--- src/rtl/voice_alloc_if.sv ---
// Event/voice-bank bundle between midi_ctrl, voice_alloc and the synth voice bank.
// master = event source and voice-bank side, slave = voice_alloc.
interface voice_alloc_if #(
    parameter int NUM_VOICES = 8
);
    logic                    note_pressed;
    logic                    note_released;
    logic [6:0]              note;
    logic [6:0]              velocity;
    logic [3:0]              channel;
    logic [NUM_VOICES-1:0]   voice_active;
    logic [NUM_VOICES-1:0]   voice_gate;
    logic [NUM_VOICES-1:0]   voice_start;
    logic [NUM_VOICES-1:0]   voice_stop;
    logic [7*NUM_VOICES-1:0] voice_note;
    logic [7*NUM_VOICES-1:0] voice_vel;
    logic [4*NUM_VOICES-1:0] voice_chan;
    logic                    busy;
    logic [7:0]              ev_drop;
    logic [7:0]              steal_cnt;

    modport master (
        output note_pressed, note_released, note, velocity, channel, voice_active,
        input  voice_gate, voice_start, voice_stop, voice_note, voice_vel, voice_chan,
        input  busy, ev_drop, steal_cnt
    );

    modport slave (
        input  note_pressed, note_released, note, velocity, channel, voice_active,
        output voice_gate, voice_start, voice_stop, voice_note, voice_vel, voice_chan,
        output busy, ev_drop, steal_cnt
    );
endinterface

--- src/rtl/voice_alloc.sv ---
// Polyphonic voice allocator: queues note events and maps them onto NUM_VOICES voices.
// Optional macro VOICE_STEAL_EN: steal the oldest gated voice when no other voice is free.
module voice_alloc #(
    parameter int NUM_VOICES = 8,
    parameter int EVQ_DEPTH  = 4,
    parameter int AGE_W      = 8
) (
    input  logic         clk32,
    input  logic         nreset,
    voice_alloc_if.slave bus
);
    localparam int VI_W  = $clog2(NUM_VOICES);
    localparam int PTR_W = $clog2(EVQ_DEPTH);
    localparam int CNT_W = PTR_W + 1;
    localparam logic [AGE_W-1:0] AGE_MAX = {AGE_W{1'b1}};

    typedef enum logic [1:0] {ST_IDLE = 2'd0, ST_SCAN = 2'd1, ST_COMMIT = 2'd2} state_t;
    typedef struct packed {
        logic       press;
        logic [6:0] note;
        logic [6:0] vel;
        logic [3:0] chan;
    } ev_t;

    state_t                state_r, state_nx_s;
    ev_t                   fifo_r [EVQ_DEPTH];
    ev_t                   wr_ev_s, ev_r;
    logic [PTR_W-1:0]      wr_ptr_r, rd_ptr_r;
    logic [CNT_W-1:0]      cnt_r, cnt_nx_s;
    logic                  wr_req_s, wr_ok_s, pop_s;
    logic [1:0]            drop_inc_s;
    logic [8:0]            drop_sum_s;
    logic [7:0]            ev_drop_r, steal_cnt_r;
    logic                  busy_r;

    logic [VI_W-1:0]       scan_idx_r;
    logic                  ret_hit_r, free_hit_r, old_hit_r, stl_hit_r;
    logic [VI_W-1:0]       ret_idx_r, free_idx_r, old_idx_r, stl_idx_r;
    logic [AGE_W-1:0]      old_age_r, stl_age_r;
    logic                  cur_gate_s, cur_act_s, cur_match_s;
    logic [AGE_W-1:0]      cur_age_s;
    logic                  sel_hit_s, sel_steal_s, fail_s;
    logic [VI_W-1:0]       sel_idx_s;

    logic [NUM_VOICES-1:0] gate_r, start_r, stop_r;
    logic [6:0]            note_r [NUM_VOICES];
    logic [6:0]            vel_r  [NUM_VOICES];
    logic [3:0]            chan_r [NUM_VOICES];
    logic [AGE_W-1:0]      age_r  [NUM_VOICES];
    logic [7*NUM_VOICES-1:0] note_pk_s, vel_pk_s;
    logic [4*NUM_VOICES-1:0] chan_pk_s;

    // Event capture: a zero-velocity press is a release; a press beats a simultaneous release.
    always_comb begin
        wr_req_s      = bus.note_pressed | bus.note_released;
        wr_ev_s.press = bus.note_pressed & (bus.velocity != 7'd0);
        wr_ev_s.note  = bus.note;
        wr_ev_s.vel   = bus.velocity;
        wr_ev_s.chan  = bus.channel;
        pop_s         = (state_r == ST_IDLE) && (cnt_r != {CNT_W{1'b0}});
        wr_ok_s       = wr_req_s && ((cnt_r != CNT_W'(EVQ_DEPTH)) || pop_s);
        drop_inc_s    = {1'b0, bus.note_pressed & bus.note_released} + {1'b0, wr_req_s & ~wr_ok_s};
        drop_sum_s    = {1'b0, ev_drop_r} + {7'd0, drop_inc_s};
        cnt_nx_s      = cnt_r + {{(CNT_W-1){1'b0}}, wr_ok_s} - {{(CNT_W-1){1'b0}}, pop_s};
    end

    // Event FIFO storage and pointers.
    always_ff @(posedge clk32 or negedge nreset) begin
        if (!nreset) begin
            for (int i = 0; i < EVQ_DEPTH; i++) fifo_r[i] <= '{1'b0, 7'd0, 7'd0, 4'd0};
            wr_ptr_r <= {PTR_W{1'b0}};
            rd_ptr_r <= {PTR_W{1'b0}};
            cnt_r    <= {CNT_W{1'b0}};
        end else begin
            if (wr_ok_s) begin
                fifo_r[wr_ptr_r] <= wr_ev_s;
                wr_ptr_r         <= wr_ptr_r + PTR_W'(1);
            end
            if (pop_s) rd_ptr_r <= rd_ptr_r + PTR_W'(1);
            cnt_r <= cnt_nx_s;
        end
    end

    // FSM state register.
    always_ff @(posedge clk32 or negedge nreset) begin
        if (!nreset) state_r <= ST_IDLE;
        else         state_r <= state_nx_s;
    end

    // FSM next state: one pop, NUM_VOICES scan cycles, one commit cycle.
    always_comb begin
        state_nx_s = state_r;
        case (state_r)
            ST_IDLE:   if (pop_s) state_nx_s = ST_SCAN; else state_nx_s = ST_IDLE;
            ST_SCAN:   if (scan_idx_r == VI_W'(NUM_VOICES - 1)) state_nx_s = ST_COMMIT;
                       else state_nx_s = ST_SCAN;
            ST_COMMIT: state_nx_s = ST_IDLE;
            default:   state_nx_s = ST_IDLE;
        endcase
    end

    // Current scan voice attributes.
    always_comb begin
        cur_gate_s  = gate_r[scan_idx_r];
        cur_act_s   = bus.voice_active[scan_idx_r];
        cur_age_s   = age_r[scan_idx_r];
        cur_match_s = cur_gate_s && (note_r[scan_idx_r] == ev_r.note) && (chan_r[scan_idx_r] == ev_r.chan);
    end

    // Head event latch and candidate tracking; strict '>' keeps the lowest index on age ties.
    always_ff @(posedge clk32 or negedge nreset) begin
        if (!nreset) begin
            ev_r       <= '{1'b0, 7'd0, 7'd0, 4'd0};
            scan_idx_r <= {VI_W{1'b0}};
            {ret_hit_r, free_hit_r, old_hit_r, stl_hit_r} <= 4'd0;
            {ret_idx_r, free_idx_r, old_idx_r, stl_idx_r} <= {(4*VI_W){1'b0}};
            old_age_r  <= {AGE_W{1'b0}};
            stl_age_r  <= {AGE_W{1'b0}};
        end else if (pop_s) begin
            ev_r       <= fifo_r[rd_ptr_r];
            scan_idx_r <= {VI_W{1'b0}};
            {ret_hit_r, free_hit_r, old_hit_r, stl_hit_r} <= 4'd0;
            old_age_r  <= {AGE_W{1'b0}};
            stl_age_r  <= {AGE_W{1'b0}};
        end else if (state_r == ST_SCAN) begin
            scan_idx_r <= scan_idx_r + VI_W'(1);
            if (cur_match_s && !ret_hit_r) begin
                ret_hit_r <= 1'b1;
                ret_idx_r <= scan_idx_r;
            end
            if (!cur_gate_s && !cur_act_s && !free_hit_r) begin
                free_hit_r <= 1'b1;
                free_idx_r <= scan_idx_r;
            end
            if (!cur_gate_s && (!old_hit_r || (cur_age_s > old_age_r))) begin
                old_hit_r <= 1'b1;
                old_idx_r <= scan_idx_r;
                old_age_r <= cur_age_s;
            end
            if (cur_gate_s && (!stl_hit_r || (cur_age_s > stl_age_r))) begin
                stl_hit_r <= 1'b1;
                stl_idx_r <= scan_idx_r;
                stl_age_r <= cur_age_s;
            end
        end
    end

    // Commit selection: retrigger, free, oldest released, then steal or fail.
    always_comb begin
        sel_hit_s   = 1'b0;
        sel_idx_s   = {VI_W{1'b0}};
        sel_steal_s = 1'b0;
        fail_s      = 1'b0;
        if (state_r != ST_COMMIT) begin
            sel_hit_s = 1'b0;
        end else if (!ev_r.press) begin
            sel_hit_s = ret_hit_r;
            sel_idx_s = ret_idx_r;
        end else if (ret_hit_r) begin
            sel_hit_s = 1'b1;
            sel_idx_s = ret_idx_r;
        end else if (free_hit_r) begin
            sel_hit_s = 1'b1;
            sel_idx_s = free_idx_r;
        end else if (old_hit_r) begin
            sel_hit_s = 1'b1;
            sel_idx_s = old_idx_r;
        end else begin
`ifdef VOICE_STEAL_EN
            sel_hit_s   = stl_hit_r;
            sel_idx_s   = stl_idx_r;
            sel_steal_s = stl_hit_r;
            fail_s      = ~stl_hit_r;
`else
            fail_s      = 1'b1;
`endif
        end
    end

    // Voice state, ages and one-cycle start/stop pulses.
    always_ff @(posedge clk32 or negedge nreset) begin
        if (!nreset) begin
            gate_r  <= {NUM_VOICES{1'b0}};
            start_r <= {NUM_VOICES{1'b0}};
            stop_r  <= {NUM_VOICES{1'b0}};
            for (int i = 0; i < NUM_VOICES; i++) begin
                note_r[i] <= 7'd0;
                vel_r[i]  <= 7'd0;
                chan_r[i] <= 4'd0;
                age_r[i]  <= {AGE_W{1'b0}};
            end
        end else begin
            start_r <= {NUM_VOICES{1'b0}};
            stop_r  <= {NUM_VOICES{1'b0}};
            if (sel_hit_s && ev_r.press) begin
                for (int i = 0; i < NUM_VOICES; i++) begin
                    if (sel_idx_s == VI_W'(i)) begin
                        gate_r[i]  <= 1'b1;
                        note_r[i]  <= ev_r.note;
                        vel_r[i]   <= ev_r.vel;
                        chan_r[i]  <= ev_r.chan;
                        age_r[i]   <= {AGE_W{1'b0}};
                        start_r[i] <= 1'b1;
                        stop_r[i]  <= sel_steal_s;
                    end else if (age_r[i] != AGE_MAX) begin
                        age_r[i] <= age_r[i] + AGE_W'(1);
                    end
                end
            end else if (sel_hit_s) begin
                gate_r[sel_idx_s] <= 1'b0;
                stop_r[sel_idx_s] <= 1'b1;
            end
        end
    end

    // Saturating status counters and busy flag.
    always_ff @(posedge clk32 or negedge nreset) begin
        if (!nreset) begin
            ev_drop_r   <= 8'd0;
            steal_cnt_r <= 8'd0;
            busy_r      <= 1'b0;
        end else begin
            ev_drop_r <= drop_sum_s[8] ? 8'hFF : drop_sum_s[7:0];
            if ((sel_steal_s || fail_s) && (steal_cnt_r != 8'hFF)) steal_cnt_r <= steal_cnt_r + 8'd1;
            busy_r <= (state_nx_s != ST_IDLE) || (cnt_nx_s != {CNT_W{1'b0}});
        end
    end

    // Pack per-voice registers onto the flat output buses.
    always_comb begin
        note_pk_s = {(7*NUM_VOICES){1'b0}};
        vel_pk_s  = {(7*NUM_VOICES){1'b0}};
        chan_pk_s = {(4*NUM_VOICES){1'b0}};
        for (int i = 0; i < NUM_VOICES; i++) begin
            note_pk_s[7*i +: 7] = note_r[i];
            vel_pk_s[7*i +: 7]  = vel_r[i];
            chan_pk_s[4*i +: 4] = chan_r[i];
        end
    end

    assign bus.voice_gate  = gate_r;
    assign bus.voice_start = start_r;
    assign bus.voice_stop  = stop_r;
    assign bus.voice_note  = note_pk_s;
    assign bus.voice_vel   = vel_pk_s;
    assign bus.voice_chan  = chan_pk_s;
    assign bus.busy        = busy_r;
    assign bus.ev_drop     = ev_drop_r;
    assign bus.steal_cnt   = steal_cnt_r;
endmodule

--- src/flat_wrapper.sv ---
// flat-port wrapper written by rule: the top's interface ports become plain ports
module voice_alloc_flat 
#(
    parameter int NUM_VOICES = 8,
    parameter int EVQ_DEPTH  = 4,
    parameter int AGE_W      = 8
)
  (clk32, nreset, bus_note_pressed, bus_note_released, bus_note, bus_velocity, bus_channel, bus_voice_active, bus_voice_gate, bus_voice_start, bus_voice_stop, bus_voice_note, bus_voice_vel, bus_voice_chan, bus_busy, bus_ev_drop, bus_steal_cnt);
  voice_alloc_if #(.NUM_VOICES(NUM_VOICES)) bus_i ();
  input  logic clk32;
  input  logic nreset;
  input wire logic [$bits(bus_i.note_pressed)-1:0] bus_note_pressed;
  input wire logic [$bits(bus_i.note_released)-1:0] bus_note_released;
  input wire logic [$bits(bus_i.note)-1:0] bus_note;
  input wire logic [$bits(bus_i.velocity)-1:0] bus_velocity;
  input wire logic [$bits(bus_i.channel)-1:0] bus_channel;
  input wire logic [$bits(bus_i.voice_active)-1:0] bus_voice_active;
  output wire logic [$bits(bus_i.voice_gate)-1:0] bus_voice_gate;
  output wire logic [$bits(bus_i.voice_start)-1:0] bus_voice_start;
  output wire logic [$bits(bus_i.voice_stop)-1:0] bus_voice_stop;
  output wire logic [$bits(bus_i.voice_note)-1:0] bus_voice_note;
  output wire logic [$bits(bus_i.voice_vel)-1:0] bus_voice_vel;
  output wire logic [$bits(bus_i.voice_chan)-1:0] bus_voice_chan;
  output wire logic [$bits(bus_i.busy)-1:0] bus_busy;
  output wire logic [$bits(bus_i.ev_drop)-1:0] bus_ev_drop;
  output wire logic [$bits(bus_i.steal_cnt)-1:0] bus_steal_cnt;
  assign bus_i.note_pressed = bus_note_pressed;
  assign bus_i.note_released = bus_note_released;
  assign bus_i.note = bus_note;
  assign bus_i.velocity = bus_velocity;
  assign bus_i.channel = bus_channel;
  assign bus_i.voice_active = bus_voice_active;
  assign bus_voice_gate = bus_i.voice_gate;
  assign bus_voice_start = bus_i.voice_start;
  assign bus_voice_stop = bus_i.voice_stop;
  assign bus_voice_note = bus_i.voice_note;
  assign bus_voice_vel = bus_i.voice_vel;
  assign bus_voice_chan = bus_i.voice_chan;
  assign bus_busy = bus_i.busy;
  assign bus_ev_drop = bus_i.ev_drop;
  assign bus_steal_cnt = bus_i.steal_cnt;
  voice_alloc #(.NUM_VOICES(NUM_VOICES), .EVQ_DEPTH(EVQ_DEPTH), .AGE_W(AGE_W)) u_core (.clk32(clk32), .nreset(nreset), .bus(bus_i));
endmodule
--- config.mk ---
export PLATFORM = sky130hd
export DESIGN_NAME = voice_alloc_flat
export DESIGN_NICKNAME = d
export VERILOG_FILES = /design/src/rtl/voice_alloc_if.sv /design/src/rtl/voice_alloc.sv /design/src/flat_wrapper.sv
export SDC_FILE = /design/constraint.sdc
export NUM_CORES = 1
export LEC_CHECK = 0
export BUFFER_PORTS_ARGS = -buffer_cell sky130_fd_sc_hd__buf_2
export CORE_MARGIN = 2
export CORE_UTILIZATION = 25
export DETAILED_ROUTE_END_ITERATION = 8
export PLACE_DENSITY_LB_ADDON = 0.08
export SYNTH_ARGS = -nofsm -noshare
export SYNTH_HDL_FRONTEND = slang
export SYNTH_SLANG_ARGS = --single-unit
--- constraint.sdc ---
create_clock -name clk32 -period 5.5 [get_ports clk32]
set_input_delay 0.825 -clock clk32 [delete_from_list [all_inputs] [get_ports clk32]]
set_output_delay 0.825 -clock clk32 [all_outputs]
set_load 0.01 [all_outputs]
==> metrics.txt <==
# TYPE chip_impl_metric gauge
chip_impl_info{name="outcome",value="finished clean"} 1
chip_impl_metric{name="clk_latency",unit="ns"} 0.59
chip_impl_metric{name="tightest_slew",unit="ns"} 1.046
chip_impl_metric{name="ys.warnings.count",unit=""} 0
chip_impl_metric{name="power_per_cell_area",unit="nW/um2"} 456.0
chip_impl_info{name="mostFrequentLayoutCell",value="dfrtp_1"} 1
chip_impl_metric{name="final-hold-violation-count",unit=""} 0
chip_impl_metric{name="yosysTopAreaCellShare",unit=""} 0.5460
chip_impl_metric{name="globalRoute.totalOverflow",unit=""} 0
chip_impl_metric{name="post-dp-hpwl",unit="um"} 38370
chip_impl_info{name="rsz0062_at_grt",value="false"} 1
chip_impl_metric{name="num_rows",unit=""} 96
chip_impl_metric{name="post_cts_resized",unit=""} 0
chip_impl_metric{name="wire_length_of_the_first_global_routing_pass",unit="um"} 84260
chip_impl_metric{name="viasPerCell",unit=""} 4.578
chip_impl_metric{name="pre_cts_ws",unit="ns"} 1.342
chip_impl_metric{name="cts_setup_buffers",unit=""} 0
chip_impl_metric{name="netlist_instances",unit=""} 1352
chip_impl_metric{name="htree_num_levels",unit=""} 2
chip_impl_metric{name="floorplan.die.width",unit="um"} 266.5
chip_impl_metric{name="synth.avg_cell_area",unit="um2"} 12.75
chip_impl_metric{name="synthesis.area",unit="um2"} 17230
chip_impl_metric{name="routed_wl",unit="um"} 56030
chip_impl_metric{name="drt_drc_violations_left",unit=""} 0
chip_impl_metric{name="port_buffers",unit=""} 214
chip_impl_metric{name="clk_pin_slew_worst_setup_hold_paths",unit="ns"} 0.06
chip_impl_metric{name="grt.total_usage",unit=""} 0.1594
chip_impl_metric{name="cp_data_arrival_time",unit="ns"} 4.52
chip_impl_metric{name="finalNetCount",unit=""} 1636
chip_impl_metric{name="fraction_of_the_core_area_covered_by_cells_at_the_end_of_the_flow",unit=""} 0.3065
chip_impl_metric{name="cts_inserted_buffers",unit=""} 48
chip_impl_info{name="crit_start",value="u_core.scan_idx_r[0]$_DFFE_PN0P_"} 1
chip_impl_metric{name="fin_worst_skew",unit="ns"} 0.02213
chip_impl_metric{name="finalSetupViolCount",unit=""} 0
chip_impl_metric{name="clock.fmax",unit="MHz"} 246.2
chip_impl_metric{name="synth.distinct_cells",unit=""} 66
chip_impl_metric{name="cts_hold_repair.buffers",unit=""} 0
chip_impl_metric{name="post_drt_wl_per_cell",unit="um"} 22.41
chip_impl_metric{name="max_slew_violation_count",unit=""} 0
chip_impl_info{name="synth_ff_type",value="dfrtp_1"} 1
chip_impl_metric{name="gpl.final_weighted_congestion",unit=""} 0.7461
chip_impl_metric{name="final-seq-area",unit="um2"} 9415
chip_impl_metric{name="num_vias",unit=""} 11444
chip_impl_metric{name="synth-edff-count",unit=""} 0
chip_impl_metric{name="post-route-period-util",unit=""} 0.7386
chip_impl_metric{name="drt_first_pass_iters",unit=""} 4
chip_impl_info{name="synth.area.top_cells",value="dfrtp_1, mux2_2, mux4_2"} 1
chip_impl_metric{name="p_leak",unit="nW"} 10.34
chip_impl_metric{name="postSynthNetCount",unit=""} 1410
chip_impl_metric{name="area.growth.synth_to_final",unit="%"} 21.79
chip_impl_info{name="cts_tree",value="built"} 1
chip_impl_metric{name="vias_in_the_first_global_route",unit=""} 11961
chip_impl_metric{name="n_antenna_cell",unit=""} 0
chip_impl_metric{name="remaining_number_of_nets_flagged_by_the_antenna_check_after_routing",unit=""} 0
chip_impl_info{name="netlist.top_cell.by_area",value="dfrtp_1"} 1
chip_impl_metric{name="antenna_found_initial",unit=""} 5
chip_impl_metric{name="final.setup.worst_slack",unit="ns"} 1.438
chip_impl_metric{name="drv.max_cap_violation_count",unit=""} 0
chip_impl_metric{name="asr_flop_ratio_synth",unit=""} 1.000
chip_impl_metric{name="drive_above_1_share",unit=""} 0.3665
chip_impl_metric{name="grt_start_max_net_pins",unit=""} 110
chip_impl_metric{name="cts.sinks",unit=""} 376
chip_impl_metric{name="postSynthRegisterBits",unit=""} 376
chip_impl_metric{name="worstPathMaxFanout",unit=""} 27
chip_impl_metric{name="die_height",unit="um"} 266.5
chip_impl_info{name="top_library_cells_by_usage_in_the_layout_fill_and_taps_aside",value="dfrtp_1, buf_2, mux2_2"} 1
chip_impl_metric{name="fin_setup_tns",unit="ns"} 0
chip_impl_metric{name="top_level_ports",unit=""} 215
chip_impl_metric{name="worst_slew_margin_rel",unit=""} 0.3027
chip_impl_info{name="critical_path_class",value="reg2reg"} 1
chip_impl_metric{name="worst_supply_voltage_drop_on_vdd",unit="V"} 0.0002304
chip_impl_info{name="cts_root_buffer",value="clkbuf_16"} 1
chip_impl_info{name="setup.worst_path.start_class",value="flop"} 1
chip_impl_metric{name="fillCellCount",unit=""} 7034
chip_impl_metric{name="post-route-min-period",unit="ns"} 4.062
chip_impl_metric{name="drt_iter0_drc",unit=""} 580
chip_impl_info{name="type_of_the_most_critical_hold_path",value="in2async"} 1
chip_impl_metric{name="synth-seq-area-share",unit=""} 0.5460
chip_impl_info{name="timing.rr.start",value="u_core.scan_idx_r[0]$_DFFE_PN0P_"} 1
chip_impl_info{name="end_kind",value="flop"} 1
chip_impl_metric{name="multiInputGateArea",unit="um2"} 7430
chip_impl_metric{name="max_clock_buf_depth",unit=""} 3
chip_impl_metric{name="die-area",unit="um2"} 71040
chip_impl_metric{name="worst_ep_required_time",unit="ns"} 5.96
chip_impl_metric{name="initial_standard_cell_utilization_of_the_core",unit=""} 0.2517
chip_impl_metric{name="core_area",unit="um2"} 68470
==> cell families after synthesis <==
logic type | after synthesis | share of synthesized area
simple gates | 385 | 0.1031
flops | 376 | 0.5460
mux | 310 | 0.2353
buf+inv | 96 | 0.02425
compound gates | 82 | 0.03195
xor+xnor | 75 | 0.03812
fa+ha+maj | 28 | 0.02120
==> cell type report <==
type	instances	area share
flip-flops and latches	376	0.4486
multi-input cells	880	0.3540
clock buffers	75	0.06683
repair buffers	241	0.06236
well taps	882	0.05258
clock inverters	15	0.01002
inverters	31	0.005545
==> where the power goes <==
part           internal, mW  switching, mW  total [mW]
Combinational          1.17           1.18        2.35
Sequential             3.29          0.693        3.98
Clock                  1.94           1.29        3.24
Total                  6.40           3.17        9.57
==> critical path, stage by stage (launching register included) <==
cell and delay [ns]:
dfrtp_4 0.77, mux4_2 0.59, mux2_2 0.29, ha_1 0.29, nor2b_1 0.14, o211ai_1 0.10
a21oi_1 0.14, o32ai_1 0.10, a211oi_1 0.87, buf_4 0.31, mux2_2 0.34
==> path summary, 6_finish.rpt <==
path / cells after the start / slack, ns / endpoint
max reg2reg: 10 / 1.44 / u_core.old_idx_r[1]$_DFFE_PN0P_
max: 10 / 1.44 / u_core.old_idx_r[1]$_DFFE_PN0P_
min reg2reg: 2 / 0.47 / u_core.bus.voice_vel[4]$_DFFE_PN0P_
max in group asynchronous: 2 / 4.04 / u_core.bus.voice_vel[16]$_DFFE_PN0P_
min in group clk32: 2 / 0.47 / u_core.bus.voice_vel[4]$_DFFE_PN0P_
min: 1 / 0.27 / u_core.bus.voice_start[4]$_DFF_PN0_
==> state kept, by name (all words and copies together), names as in the netlist, 3 cells and up <==
name,cells
u_core.scan_idx_r,3
u_core.old_idx_r,3
u_core.old_age_r,8
u_core.bus.voice_gate,8
u_core.age_r,64
u_core.bus.steal_cnt,8
u_core.bus.voice_chan,32
u_core.fifo_r,76
u_core.bus.ev_drop,8
u_core.bus.voice_stop,8
u_core.cnt_r,3
u_core.free_idx_r,3
u_core.ev_r,19
u_core.bus.voice_vel,56
u_core.bus.voice_note,56
u_core.ret_idx_r,3
u_core.bus.voice_start,8
==> routing by layer <==
layer / up-vias / GRT usage / wire (um)
li1: 5225 / - / -
met1: 5940 / 0.2180 / 25810
met2: 199 / 0.2577 / 26590
met3: 76 / 0.02989 / 2325
met4: 4 / 0.04373 / 1286
met5: - / 0 / 16
==> through the flow <==
step	hold WS (ns)	total power [mW]	cells	cell area, um2
after floorplan	0.4446	5.500	1352	17230
after global placement	0.4608	6.444	2410	19370
after detailed placement	0.4630	6.476	2410	19370
after CTS	0.3158	9.803	2500	20990
after global routing	0.3270	10.17	2500	20990
final	0.2717	9.570	2500	20990
==> cells in the mapped netlist, drive strengths merged, types with 3 or more instances <==
cell    number
inv         28
nand3       40
clkbuf      33
nand3b       5
and3b        4
nor2        89
nor2b       10
mux4        53
nand4       12
and4         5
o211ai       5
and3        13
ha          26
mux2i       35
or3          4
o21ai       31
buf         32
mux2       222
clkinv       3
dfrtp      376
nand2b       9
nor3b        3
nor3         9
a21oi        8
and2        10
nand2      169
xnor2       27
xor2        48
a211oi       3
a21o         7
Note: power is estimated with default switching activity, not from simulation.
